$ cat src/rtl/mux4_rr_arbiter.sv
// Round-robin arbiter sharing one 4:1 data mux among four requesters, with burst capping.
// Optional stall watchdog enabled by defining MUX_ARB_TIMEOUT_EN.
module mux4_rr_arbiter #(
  parameter int DW        = 8,
  parameter int MAX_BURST = 4,
  parameter int TIMEOUT   = 16
) (
  input  logic            clk,
  input  logic            rst_n,
  input  logic [3:0]      req,
  input  logic [4*DW-1:0] in_data,
  output logic [3:0]      gnt,
  output logic [1:0]      sel,
  output logic            out_valid,
  output logic [DW-1:0]   out_data,
  input  logic            out_ready,
  output logic            busy
`ifdef MUX_ARB_TIMEOUT_EN
  ,
  output logic            timeout_err
`endif
);

  typedef enum logic {IDLE = 1'b0, GRANT = 1'b1} state_t;

  localparam logic [7:0] LAST_BEAT = 8'(MAX_BURST - 1);

  state_t     r_state, w_state_nxt;
  logic [3:0] r_gnt, w_gnt_nxt;
  logic [1:0] r_sel, w_sel_nxt;
  logic [1:0] r_ptr, w_ptr_nxt;
  logic [7:0] r_beat_cnt, w_beat_cnt_nxt;

  logic [1:0] w_pick;
  logic       w_found;
  logic       w_valid;
  logic       w_beat;
  logic       w_last_beat;
  logic       w_timeout;
  logic       w_release;

  assign w_valid     = (r_state == GRANT) & req[r_sel];
  assign w_beat      = w_valid & out_ready;
  assign w_last_beat = w_beat & (r_beat_cnt == LAST_BEAT);
  assign w_release   = (r_state == GRANT) & (~req[r_sel] | w_last_beat | w_timeout);

`ifdef MUX_ARB_TIMEOUT_EN
  localparam int SW = (TIMEOUT < 2) ? 1 : $clog2(TIMEOUT + 1);
  localparam logic [SW-1:0] STALL_LAST = SW'(TIMEOUT - 1);

  logic [SW-1:0] r_stall_cnt, w_stall_cnt_nxt;
  logic          r_timeout_err;
  logic          w_stall;

  assign w_stall         = w_valid & ~out_ready;
  assign w_timeout       = w_stall & (r_stall_cnt == STALL_LAST);
  assign w_stall_cnt_nxt = (w_stall & ~w_release) ? r_stall_cnt + SW'(1) : '0;

  // The error flag is registered off the release edge, so it pulses during the bubble.
  always_ff @(posedge clk or negedge rst_n) begin
    if (!rst_n) begin
      r_stall_cnt   <= '0;
      r_timeout_err <= 1'b0;
    end else begin
      r_stall_cnt   <= w_stall_cnt_nxt;
      r_timeout_err <= w_timeout;
    end
  end

  assign timeout_err = r_timeout_err;
`else
  assign w_timeout = 1'b0;
`endif

  // Rotating priority: first requester after the last-granted index, wrapping back to it.
  always_comb begin
    w_pick  = '0;
    w_found = 1'b0;
    for (int i = 1; i <= 4; i++) begin
      if (!w_found && req[2'(r_ptr + 2'(i))]) begin
        w_pick  = 2'(r_ptr + 2'(i));
        w_found = 1'b1;
      end
    end
  end

  // NOTE: every next-state signal is defaulted to its current value first, so no path
  // through the case leaves it unassigned and no latch is inferred.
  always_comb begin
    w_state_nxt    = r_state;
    w_gnt_nxt      = r_gnt;
    w_sel_nxt      = r_sel;
    w_ptr_nxt      = r_ptr;
    w_beat_cnt_nxt = r_beat_cnt;
    case (r_state)
      IDLE: begin
        if (w_found) begin
          w_state_nxt    = GRANT;
          w_sel_nxt      = w_pick;
          w_gnt_nxt      = 4'b0001 << w_pick;
          w_beat_cnt_nxt = '0;
        end
      end
      GRANT: begin
        if (w_release) begin
          w_state_nxt    = IDLE;
          w_gnt_nxt      = '0;
          w_ptr_nxt      = r_sel;
          w_beat_cnt_nxt = '0;
        end else if (w_beat) begin
          w_beat_cnt_nxt = r_beat_cnt + 8'd1;
        end
      end
      default: w_state_nxt = IDLE;
    endcase
  end

  // NOTE: state registers use non-blocking assignments so all flops update together
  // from values sampled before the edge.
  always_ff @(posedge clk or negedge rst_n) begin
    if (!rst_n) begin
      r_state    <= IDLE;
      r_gnt      <= '0;
      r_sel      <= '0;
      r_ptr      <= 2'd3;
      r_beat_cnt <= '0;
    end else begin
      r_state    <= w_state_nxt;
      r_gnt      <= w_gnt_nxt;
      r_sel      <= w_sel_nxt;
      r_ptr      <= w_ptr_nxt;
      r_beat_cnt <= w_beat_cnt_nxt;
    end
  end

  assign gnt       = r_gnt;
  assign sel       = r_sel;
  assign busy      = (r_state == GRANT);
  assign out_valid = w_valid;
  assign out_data  = in_data[r_sel*DW +: DW];

endmodule

$ cat config.mk
export PLATFORM = sky130hd
export DESIGN_NAME = mux4_rr_arbiter
export DESIGN_NICKNAME = d
export VERILOG_FILES = /design/src/rtl/mux4_rr_arbiter.sv
export SDC_FILE = /design/constraint.sdc
export NUM_CORES = 1
export LEC_CHECK = 0
export CAP_MARGIN = 30
export CORE_MARGIN = 3
export CORE_UTILIZATION = 44
export DETAILED_ROUTE_END_ITERATION = 6
export PLACE_DENSITY = 0.92
export SYNTH_ARGS = -nofsm -noshare
export SYNTH_HDL_FRONTEND = slang
export SYNTH_SLANG_ARGS = --single-unit
$ cat constraint.sdc
create_clock -name clk -period 2.6 [get_ports clk]
set_input_delay 0.52 -clock clk [delete_from_list [all_inputs] [get_ports clk]]
set_output_delay 0.52 -clock clk [all_outputs]
set_load 0.01 [all_outputs]
==> results.rst, run 1 <==
.. list-table::
   :header-rows: 1

   * - Metric
     - Value
   * - Outcome
     - finished clean
   * - Overall overflow remaining after global route
     - 0
   * - Chip Width
     - 58.4 microns
   * - Fraction of layout cells with a size suffix above 1
     - 0.208
   * - Post-CTS Setup Bufs
     - 0
   * - Global Route Usage Sum
     - 0.210
   * - Min-delay worst type
     - flip-flop to flip-flop
   * - Most common cell in the netlist
     - sky130_fd_sc_hd__dfrtp_1
   * - N_diodes
     - 0
   * - Crit path launch type
     - flip-flop
   * - Largest net degree at the start of global routing
     - 19
   * - Reg2Reg Depth
     - 6
   * - Sequential area share after synthesis
     - 0.354
   * - Quantity of hold-fixing buffers added after cts
     - 0
   * - Synth warn
     - 0
   * - TritonCTS Buffers
     - 3
   * - Clock sink count
     - 17
   * - Power density over the cells
     - 878 nW/um^2
   * - Achievable clock frequency
     - 399 MHz
   * - Setup Crit Path Kind
     - flip-flop to primary output
   * - Yosys top cell area share
     - 0.311
   * - Count of H-tree levels built during CTS
     - 1
   * - Average instance area after synthesis
     - 11.1 sq um
   * - Share of the cycle needed by the critical path after routing
     - 0.964
   * - RD Place Congestion
     - approximately 0.86
   * - Total die area
     - between 3000 and 4000 sq um
   * - Number of standard cells in the layout, taps in and fillers out
     - 198
   * - Clock root buffer
     - sky130_fd_sc_hd__clkbuf_4
   * - Count of nets left with antenna violations after detail routing
     - 0
   * - Unrepaired setup endpoints after global routing
     - false
   * - Relative slew slack
     - 0.482
   * - Cell type with the highest aggregate area in the netlist
     - sky130_fd_sc_hd__dfrtp_1
   * - Post-Route Skew
     - 0.00999 ns
   * - Library cells used by synthesis
     - 36
   * - Number of hold-slack violations in the final timing report
     - 0
   * - Total count of max-transition violations in the final report
     - 0
   * - Worst Hold Path Cells
     - 1
   * - Required arrival time at the worst endpoint
     - 2.08 ns
   * - Detailed-route wire length
     - 3470 microns
   * - Via count
     - roughly 1,200
   * - Clock transition at the register clock pins on the worst setup and hold paths after CTS
     - 0.10 ns
   * - Share of the core filled with cells in the final layout
     - 0.722
   * - Area contributors post-synth
     - sky130_fd_sc_hd__dfrtp_1 31%, sky130_fd_sc_hd__mux4_2 17%, sky130_fd_sc_hd__dfstp_2 4.3%
   * - Synthesized net count
     - 149
   * - Total DRC errors in the routed layout
     - 0
   * - Height of the chip
     - 58.4 microns
   * - # placed instances
     - 194
   * - Gate count after technology mapping
     - about 110
   * - Core outline area
     - 2540 sq um
   * - Highest net fanout along the worst path
     - 11
   * - Wire length of the first global-routing pass
     - 5490 microns
   * - Layout Nets
     - 209
   * - Number of global-route vias before repair
     - 1,176
   * - Area growth, synth to finish
     - 52.0%
   * - Final count of negative-setup-slack endpoints
     - 0
   * - DPL Wire Length
     - ~2700 microns
   * - Endpoint kind of the worst setup timing path
     - primary output
   * - Post-detailed-route wirelength per cell
     - 17.5 microns
   * - Clock latency on the worst-skew pair
     - ~0.31 ns
   * - Max clock buf depth
     - 2
   * - Primary FF master, synth
     - sky130_fd_sc_hd__dfrtp_1
   * - Number of maximum-capacitance constraint violations
     - 0
   * - Register bit total from synthesis
     - 17
   * - Critical Path AT
     - 1.99 ns
   * - Max VDD drop
     - just under 0.0007 V
   * - TritonCTS clock tree
     - built
   * - Number of top-level pins
     - 55
   * - Violation count after the first detailed-routing iteration
     - 20
   * - Area of the mapped netlist
     - roughly 1200 sq um
   * - Min Tclk post-route
     - 2.51 ns
   * - Count of input and output buffers
     - 54
   * - Core Rows
     - 18
   * - Actual transition at the worst max-transition pin
     - 0.774 ns
   * - Length of the first detailed-routing pass in iterations
     - 4
   * - Fraction of registers with async set/reset
     - 1.00
   * - Leakage
     - slightly above 0.7 nW
   * - Top cells by count, synth
     - 15 x sky130_fd_sc_hd__dfrtp_1, 9 x sky130_fd_sc_hd__mux4_2, 9 x sky130_fd_sc_hd__nand2_1
   * - Initial standard-cell utilization of the core
     - 0.475
   * - DR vias/cell
     - a little over 6
   * - Number of flops mapped to enable cells by yosys
     - 0
   * - Initial antenna violation count
     - 0
cells by family (layout without fill, tap and decap cells):
family,count (synthesis),after routing,synth area share
simple gates,33,33,0.172
compound gates,31,31,0.189
flops,17,17,0.354
mux,15,15,0.220
buf+inv,12,71,0.0538
fa+ha+maj,1,1,0.0104
cell type report:
type                            count  area, sq um
Fill cell                         178          708
Inverter                            4         15.0
Clock inverter                      1         7.51
Clock buffer                        3         22.5
Sequential cell                    17          428
Multi-Input combinational cell     80          716
Tap cell                           30         37.5
Timing Repair Buffer               63          611
worst max-delay path, stage by stage, from the launching register on:
cell and delay [ns]:
sky130_fd_sc_hd__dfrtp_1 0.46, sky130_fd_sc_hd__buf_6 0.21, sky130_fd_sc_hd__mux4_2 0.52, sky130_fd_sc_hd__clkdlybuf4s50_1 0.49
per-layer routing:
metal / wire [microns] / GRT usage
met1: 1380 / 0.254
met2: 1730 / 0.372
met3: 333 / 0.0548
met4: 32 / 0.0497
met5: 0 / 0
placed cells by master (no fill, tap or decap), drive strengths merged, types with 2 or more instances in the layout:
master and instances:
clkdlybuf4s50 53, dfrtp 15, mux4 9, nand2 9, a21oi 9, buf 9, or4 7, o31ai 7
o21ai 5, inv 4, nand3 3, mux2i 3, mux2 3, clkbuf 3, o32ai 3, nor2b 2
nor2 2, a32o 2, and4 2, dfstp 2, or2 2
final timing paths:
path | end | start | slack, ns
min in group asynchronous | gnt[2]$_DFFE_PN0P_ | rst_n | 0.65
max in group asynchronous | sel[1]$_DFFE_PN0P_ | rst_n | 1.46
worst max register to register | r_beat_cnt[0]$_DFFE_PN0P_ | sel[0]$_DFFE_PN0P_ | 0.64
worst min-delay path | gnt[3]$_DFFE_PN0P_ | gnt[3]$_DFFE_PN0P_ | 0.51
worst max-delay path | out_data[4] | sel[0]$_DFFE_PN0P_ | 0.09
worst min register to register | gnt[3]$_DFFE_PN0P_ | gnt[3]$_DFFE_PN0P_ | 0.51
registers in the layout, indices dropped and copies added, names as in the netlist:
signal	flops
r_ptr	2
r_beat_cnt	8
gnt	4
busy	1
sel	2
stage by stage:
stage	setup TNS [ns]	instance area [sq um]	power, mW	hold slack [ns]	setup WS, ns
2_1_floorplan	0	1210	1.03	0.224	0.700
3_5_place_dp	-0.0184	1800	1.47	0.498	-0.0184
6_report	0	1840	1.61	0.512	0.0946
3_3_place_gp	-0.00823	1800	1.43	0.485	-0.00823
4_1_cts	0	1830	1.62	0.521	0.0405
5_1_grt	0	1840	1.71	0.536	0.0384
where the power goes:
group          switching, mW  internal (mW)  total (mW)
clock                 0.0934         0.0589       0.152
sequential            0.0894          0.359       0.448
combinational          0.423          0.588        1.01
total                  0.606           1.01        1.61
repair_timing:
item / in CTS / in global routing
endpoints found under the hold margin: 0 / 0
gates resized for setup: 1 / 1
endpoints found under the setup margin: 1 / 6
(Power assumes the default switching activity.)
==> run 2, diff against run 1 <==
--- a/config.mk
+++ b/config.mk
@@ -5,9 +5,10 @@
 export SDC_FILE = /design/constraint.sdc
 export NUM_CORES = 1
 export LEC_CHECK = 0
-export CAP_MARGIN = 30
+export CELL_PAD_IN_SITES_DETAIL_PLACEMENT = 0
+export CELL_PAD_IN_SITES_GLOBAL_PLACEMENT = 2
 export CORE_MARGIN = 3
-export CORE_UTILIZATION = 44
+export CORE_UTILIZATION = 26
 export DETAILED_ROUTE_END_ITERATION = 6
 export PLACE_DENSITY = 0.92
 export SYNTH_ARGS = -nofsm -noshare
==> run 2 against run 1 <==
  * Total power up 3.0%
  * Setup slack better by 0.043 ns
  * Sequential share of layout area is 0.45 points lower
  * Worst hold slack improved by 0.0086 ns
  * Via count is 1.5% lower
  * Clock skew is 0.0085 ns lower
  * Utilization decreased by 30 points
  * First-iteration DRC count up 60%
  * Sequential power up 5.1%
  * Wire length rose by 7.9%
  * Register-to-register slack worse by 0.05 ns
  * Non-clock buffer count did not move
  * Critical path type unchanged
  * Critical endpoint is now out_data[6]
  * Largest cell class unchanged
==> results.rst, run 2 (same netlist as run 1, synthesis figures left out) <==
.. list-table::
   :header-rows: 1

   * - Metric
     - Value
   * - Clock root buffer
     - sky130_fd_sc_hd__clkbuf_8
   * - Min-delay worst type
     - flip-flop to flip-flop
   * - Sequential share of power
     - 0.284 (+0.006)
   * - CP Depth
     - 3 (unchanged)
   * - Share of total power in the clock network
     - 0.122 (+0.028)
   * - Max clock buf depth
     - 2 (unchanged)
   * - Clock sink count
     - 17 (unchanged)
   * - Largest net degree at the start of global routing
     - 19 (unchanged)
   * - TritonCTS Buffers
     - 3 (unchanged)
   * - Share of the core filled with cells in the final layout
     - 0.425 (-0.296)
   * - Layout Nets
     - 209 (unchanged)
   * - Area growth, synth to finish
     - 55.4%
   * - Power density over the cells
     - 884 nW/um^2 (+0.70%)
   * - CTS resizes
     - 1 (unchanged)
   * - Total DRC errors in the routed layout
     - 0 (unchanged)
   * - Leading cell type in the layout, fill and taps excluded
     - sky130_fd_sc_hd__clkdlybuf4s50_1
   * - Setup Crit Path Kind
     - flip-flop to primary output
   * - Multi-input logic area
     - 716 sq um (unchanged)
   * - Final TNS setup
     - 0 ns (unchanged)
   * - Sum of internal, switching and leakage power
     - 1.66 mW (+3.0%)
   * - Number of standard cells in the layout, taps in and fillers out
     - 220 (+11%)
   * - Length of the first detailed-routing pass in iterations
     - 4 (unchanged)
   * - Post-detailed-route wirelength per cell
     - 17.0 microns (-2.9%)
   * - Fraction of layout cells with a size suffix above 1
     - 0.214 (+0.00595)
   * - Detail Route met3 WL
     - 451 microns (+35%)
   * - Unrepaired setup endpoints after global routing
     - false
   * - Final count of negative-setup-slack endpoints
     - 0 (unchanged)
   * - Violation count after the first detailed-routing iteration
     - 32 (+60%)
   * - Commonest cells after routing, fill and taps aside
     - 53 x sky130_fd_sc_hd__clkdlybuf4s50_1, 14 x sky130_fd_sc_hd__dfrtp_1, 9 x sky130_fd_sc_hd__mux4_2, 9 x sky130_fd_sc_hd__nand2_1, 9 x sky130_fd_sc_hd__buf_4
   * - Flip-flop count of the largest register after layout
     - 8 (unchanged)
   * - Crit path launch type
     - flip-flop
   * - Net Switching
     - 609 uW (+0.52%)
   * - Final-layout worst hold slack
     - 0.521 ns (+0.00862 ns)
   * - Register Area
     - 429 sq um (+0.29%)
   * - # placed instances
     - 216 (+11%)
   * - Initial antenna violation count
     - 0 (unchanged)
   * - Core Rows
     - 24 (+6)
   * - Internal Power
     - 1.05 mW (+4.4%)
   * - Achievable clock frequency
     - 406 MHz (+1.8%)
   * - Quantity of hold-fixing buffers added after cts
     - 0 (unchanged)
   * - Global Route Usage Sum
     - 0.146 (-0.0645)
   * - Share of the cycle needed by the critical path after routing
     - 0.947 (-0.0167)
   * - Clock latency on the worst-skew pair
     - 0.25 ns (-0.06 ns)
   * - Combinational power share
     - 0.594 (-0.034)
   * - Required arrival time at the worst endpoint
     - 2.08 ns (about the same)
   * - Leakage
     - 0.718 nW (+1.3%)
   * - Gate family responsible for the most delay along the worst path
     - buffers and inverters
   * - DR vias/cell
     - 5.40 (-11%)
   * - Total count of max-transition violations in the final report
     - 0 (unchanged)
   * - Chip Width
     - 74.2 microns (+27%)
   * - Initial standard-cell utilization of the core
     - 0.274 (-0.201)
   * - Worst hold endpoint
     - gnt[1]$_DFFE_PN0P_
   * - Relative slew slack
     - 0.474 (-0.00794)
   * - Endpoint kind of the worst setup timing path
     - primary output
   * - Max VDD drop
     - 0.000368 V (-47%)
   * - Slowest stage delay, CP
     - 0.52 ns (about the same)
   * - Total die area
     - 5500 sq um (+61%)
   * - Wire length of the first global-routing pass
     - 6070 microns (+11%)
   * - Number of top-level pins
     - 55 (unchanged)
   * - Actual transition at the worst max-transition pin
     - 0.786 ns (+0.0119 ns)
   * - Detailed-route wire length
     - 3750 microns (+7.9%)
   * - DPL Wire Length
     - 2980 microns (+10%)
   * - Top layer used by detailed routing
     - met4
   * - Total buffers and inverters traversed by the critical path
     - 2 (unchanged)
   * - Post-CTS Setup Bufs
     - 0 (unchanged)
   * - Outcome
     - finished clean
   * - R2r setup slk
     - 0.59 ns (-0.05 ns)
   * - Count of H-tree levels built during CTS
     - 1 (unchanged)
   * - Cells traversed along the worst timing path
     - buf_4, mux4_2, clkdlybuf4s50_1
   * - Number of global-route vias before repair
     - 1,294 (+10%)
   * - N_diodes
     - 0 (unchanged)
   * - Worst r2r dst
     - r_beat_cnt[6]$_DFFE_PN0P_
   * - Met2 routed WL
     - 1910 microns (+11%)
   * - Critical Path AT
     - 1.94 ns (-0.05 ns)
   * - Fraction of power spent switching nets
     - 0.367 (-0.00894)
   * - Critical-path top delay cell
     - sky130_fd_sc_hd__mux4_2
   * - Fill cell count
     - 416 (+130%)
   * - TritonCTS clock tree
     - built
   * - Height of the chip
     - 74.2 microns (+27%)
   * - Post-Route Skew
     - 0.00146 ns (-0.00853 ns)
   * - Beginning of the worst hold path
     - gnt[1]$_DFFE_PN0P_
   * - Worst R2R Start
     - sel[1]$_DFFE_PN0P_
   * - Overall overflow remaining after global route
     - 0 (unchanged)
   * - Number of maximum-capacitance constraint violations
     - 0 (unchanged)
   * - Largest register by flop count
     - r_beat_cnt
   * - RD Place Congestion
     - 0.831 (-3.4%)
   * - Core outline area
     - 4410 sq um (+73%)
   * - Highest net fanout along the worst path
     - 9 (-2)
   * - Number of hold-slack violations in the final timing report
     - 0 (unchanged)
   * - Clock transition at the register clock pins on the worst setup and hold paths after CTS
     - 0.07 ns (-0.03 ns)
   * - Count of nets left with antenna violations after detail routing
     - 0 (unchanged)
   * - Reg2Reg Depth
     - 6 (unchanged)
   * - Count of input and output buffers
     - 54 (unchanged)
   * - Wire length on met1
     - 1330 microns (-4.1%)
   * - Via count
     - 1,189 (-1.5%)
   * - Worst Hold Path Cells
     - 1 (unchanged)
   * - Min Tclk post-route
     - 2.46 ns (-0.0435 ns)
run 2: how the worst max path moves through the flow:
stage                        endpoint  slack [ns]          startpoint
final                     out_data[6]        0.14  sel[0]$_DFFE_PN0P_
after detailed placement    out_valid       -0.05              req[3]
after CTS                 out_data[1]       0.002  sel[0]$_DFFE_PN0P_
after floorplan             out_valid        0.70              req[3]
after global placement      out_valid       -0.04              req[3]
after global routing      out_data[6]        0.03  sel[0]$_DFFE_PN0P_
run 2: layout make-up:
cell class / instances / share of cell area
sequential: 17 / 0.229
tap: 52 / 0.0346
multi-input combinational: 80 / 0.381
clock inverter: 1 / 0.00266
timing repair buffer: 63 / 0.323
clock buffer: 3 / 0.0220
inverter: 4 / 0.00799
run 2: power by group through the flow:
stage / logic (mW) / clock network (mW) / registers [mW]
6_report: 0.986 / 0.203 / 0.471
5_1_grt: 1.07 / 0.225 / 0.494
4_1_cts: 1.00 / 0.210 / 0.474
3_5_place_dp: 1.01 / 0 / 0.478
3_3_place_gp: 0.986 / 0 / 0.475
2_1_floorplan: 0.576 / 0 / 0.450
run 2: layer usage:
layer | GRT usage | up-vias
met5 | 0 | -
met4 | 0.0483 | 0
met3 | 0.0392 | 8
met2 | 0.284 | 61
met1 | 0.147 | 566
li1 | - | 554
run 2: per-stage QoR:
step | area, sq um | setup WS, ns
finish | 1880 | 0.138
global route | 1880 | 0.0337
CTS | 1880 | 0.00169
detailed placement | 1830 | -0.0459
global placement | 1830 | -0.0436
floorplan | 1210 | 0.700
==> run 3, diff against run 2 <==
--- a/config.mk
+++ b/config.mk
@@ -8,9 +8,10 @@
 export CELL_PAD_IN_SITES_DETAIL_PLACEMENT = 0
 export CELL_PAD_IN_SITES_GLOBAL_PLACEMENT = 2
 export CORE_MARGIN = 3
-export CORE_UTILIZATION = 26
+export CORE_UTILIZATION = 39
 export DETAILED_ROUTE_END_ITERATION = 6
-export PLACE_DENSITY = 0.92
+export DONT_BUFFER_PORTS = 1
+export PLACE_DENSITY = 0.9
 export SYNTH_ARGS = -nofsm -noshare
 export SYNTH_HDL_FRONTEND = slang
 export SYNTH_SLANG_ARGS = --single-unit
==> run 3 against run 2 <==
  * Via count shrank 22%
  * Wire length fell by 26%
  * Maximum frequency up 12%
  * Final cell count down 36%
  * Setup slack improved by 0.26 ns
  * Count of clock-buffer cells in the layout did not move
  * Clock skew increased by 0.0045 ns
  * Non-clock buffer count fell by 59
  * Largest power group unchanged
==> results.rst, run 3 (same netlist as run 1, synthesis figures left out) <==
.. list-table::
   :header-rows: 1

   * - Metric
     - Value
   * - Outcome
     - finished clean
   * - Clock latency on the worst-skew pair
     - 0.30 ns (+0.05 ns)
   * - Final-layout worst hold slack
     - 0.0543 ns (-0.467 ns)
   * - Max VDD drop
     - 0.000446 V (+21%)
   * - Post-Route Skew
     - 0.00596 ns (+0.00450 ns)
   * - Fraction of power spent switching nets
     - 0.429 (+0.0619)
   * - Achievable clock frequency
     - 453 MHz (+12%)
   * - Quantity of hold-fixing buffers added after cts
     - 1 (+1)
   * - Setup Crit Path Kind
     - flip-flop to primary output
   * - DPL Wire Length
     - 2140 microns (-28%)
   * - Length of the first detailed-routing pass in iterations
     - 4 (unchanged)
   * - Wire length of the first global-routing pass
     - 4020 microns (-34%)
   * - Global Route Usage Sum
     - 0.145 (-0.000922)
   * - Initial standard-cell utilization of the core
     - 0.424 (+0.150)
   * - DR vias/cell
     - 6.62 (+23%)
   * - Initial antenna violation count
     - 0 (unchanged)
   * - Worst R2R Start
     - sel[1]$_DFFE_PN0P_
   * - R2r setup slk
     - 0.57 ns (-0.02 ns)
   * - Violation count after the first detailed-routing iteration
     - 23 (-28%)
   * - Count of H-tree levels built during CTS
     - 1 (unchanged)
   * - Number of hold-slack violations in the final timing report
     - 0 (unchanged)
   * - Overall overflow remaining after global route
     - 0 (unchanged)
   * - Cells traversed along the worst timing path
     - mux4_2, and2_4
   * - Clock transition at the register clock pins on the worst setup and hold paths after CTS
     - 0.10 ns (+0.03 ns)
   * - Max clock buf depth
     - 2 (unchanged)
   * - Core outline area
     - 2850 sq um (-35%)
   * - Actual transition at the worst max-transition pin
     - 0.685 ns (-0.101 ns)
   * - Core Rows
     - 19 (-21%)
   * - Critical Path AT
     - 1.69 ns (-0.25 ns)
   * - Slowest stage delay, CP
     - 0.75 ns (+0.23 ns)
   * - Crit path launch type
     - flip-flop
   * - Commonest cells after routing, fill and taps aside
     - 15 x sky130_fd_sc_hd__dfrtp_1, 9 x sky130_fd_sc_hd__mux4_2, 9 x sky130_fd_sc_hd__nand2_1
   * - Number of maximum-capacitance constraint violations
     - 0 (unchanged)
   * - Min Tclk post-route
     - 2.21 ns (-0.255 ns)
   * - Sequential share of power
     - 0.399 (+0.115)
   * - Flip-flop count of the largest register after layout
     - 8 (unchanged)
   * - CP Depth
     - 2 (-1)
   * - Internal Power
     - 726 uW (-31%)
   * - Total buffers and inverters traversed by the critical path
     - 0 (-2)
   * - Total count of max-transition violations in the final report
     - 0 (unchanged)
   * - Endpoint kind of the worst setup timing path
     - primary output
   * - Final count of negative-setup-slack endpoints
     - 0 (unchanged)
   * - Layout Nets
     - 150 (-28%)
   * - Min-delay worst type
     - primary input to async pin
   * - N_diodes
     - 0 (unchanged)
   * - Height of the chip
     - 61.7 microns (-17%)
   * - Final instance area
     - 1260 sq um (-33%)
   * - RD Place Congestion
     - 0.797 (-4.1%)
   * - Fraction of layout cells with a size suffix above 1
     - 0.266 (+0.0518)
   * - Total die area
     - 3800 sq um (-31%)
   * - Share of the core filled with cells in the final layout
     - 0.441 (+0.0153)
   * - Via count
     - 927 (-22%)
   * - Worst setup path endpoint
     - out_valid
   * - Worst r2r dst
     - r_beat_cnt[3]$_DFFE_PN0P_
   * - CTS resizes
     - 0 (-1)
   * - Number of global-route vias before repair
     - 822 (-36%)
   * - Leading cell type in the layout, fill and taps excluded
     - sky130_fd_sc_hd__dfrtp_1
   * - Count of input and output buffers
     - 0 (-100%)
   * - Share of total power in the clock network
     - 0.115 (-0.007)
   * - Placed Instance Area
     - 1220 sq um (-33%)
   * - Number of top-level pins
     - 55 (unchanged)
   * - Reg2Reg Depth
     - 5 (-1)
   * - Count of nets left with antenna violations after detail routing
     - 0 (unchanged)
   * - Unrepaired setup endpoints after global routing
     - false
   * - Required arrival time at the worst endpoint
     - 2.08 ns (about the same)
   * - Highest net fanout along the worst path
     - 14 (+5)
   * - Final TNS setup
     - 0 ns (unchanged)
   * - Detailed-route wire length
     - 2760 microns (-26%)
   * - Net Switching
     - 545 uW (-11%)
   * - Leakage
     - 0.474 nW (-34%)
   * - Combinational power share
     - 0.486 (-0.108)
   * - TritonCTS clock tree
     - built
   * - Largest net degree at the start of global routing
     - 19 (unchanged)
   * - Chip Width
     - 61.7 microns (-17%)
   * - Fill cell count
     - 276 (-34%)
   * - Relative slew slack
     - 0.542 (+0.0678)
   * - Gate family responsible for the most delay along the worst path
     - flip-flops
   * - Post-detailed-route wirelength per cell
     - 19.7 microns (+16%)
   * - Clock sink count
     - 17 (unchanged)
   * - Clock root buffer
     - sky130_fd_sc_hd__clkbuf_4
   * - Critical-path top delay cell
     - sky130_fd_sc_hd__dfrtp_1
   * - Area growth, synth to finish
     - 4.04%
   * - Post-CTS Setup Bufs
     - 0 (unchanged)
   * - Largest register by flop count
     - r_beat_cnt
   * - Share of the cycle needed by the critical path after routing
     - 0.849 (-0.0982)
   * - Setup crit start
     - sel[1]$_DFFE_PN0P_
   * - TritonCTS Buffers
     - 3 (unchanged)
   * - Total DRC errors in the routed layout
     - 0 (unchanged)
   * - Power density over the cells
     - 1010 nW/um^2 (+14%)
[run 3: cell types whose count changed in the layout (fill, tap and decap cells not counted), sizes merged]
cell           before  now
buf                 9    3
dlygate4sd2         1    0
dlygate4sd3         0    1
clkdlybuf4s50      53    0
[run 3: cell type report]
| type | count | area [sq um] | share of cell area |
|---|---|---|---|
| sequential | 17 | 428 | 0.340 |
| inverter | 4 | 15.0 | 0.0119 |
| tap | 31 | 38.8 | 0.0308 |
| timing repair buffer | 4 | 32.5 | 0.0259 |
| clock buffer | 3 | 22.5 | 0.0179 |
| clock inverter | 1 | 5.00 | 0.00398 |
| multi-input combinational | 80 | 716 | 0.569 |
[run 3: metrics by stage]
stage                     std cells  power [mW]  setup slack [ns]
after global placement          135        1.11             0.662
after CTS                       140        1.28             0.395
final                           140        1.27             0.393
after floorplan                 109        1.03             0.700
after detailed placement        135        1.13             0.591
after global routing            140        1.37             0.304
[run 3: power groups by stage]
stage / registers (mW) / logic, mW / clock network [mW]
final: 0.507 / 0.618 / 0.146
after global routing: 0.526 / 0.676 / 0.168
after CTS: 0.509 / 0.624 / 0.147
after detailed placement: 0.516 / 0.616 / 0
after global placement: 0.510 / 0.602 / 0
after floorplan: 0.450 / 0.576 / 0
[run 3: metal layers]
metal	part of all wire	track usage
met5	0	0
met4	0.0083	0.0545
met3	0.047	0.0210
met2	0.49	0.202
met1	0.45	0.224
[run 3: how the worst min path moves through the flow]
stage | from | to | cells past startpoint
detailed placement | rst_n | r_beat_cnt[3]$_DFFE_PN0P_ | 0
global placement | rst_n | r_beat_cnt[3]$_DFFE_PN0P_ | 0
finish | rst_n | r_ptr[1]$_DFFE_PN1P_ | 0
global route | rst_n | r_ptr[1]$_DFFE_PN1P_ | 0
CTS | rst_n | r_ptr[1]$_DFFE_PN1P_ | 0
floorplan | rst_n | busy$_DFF_PN0_ | 0
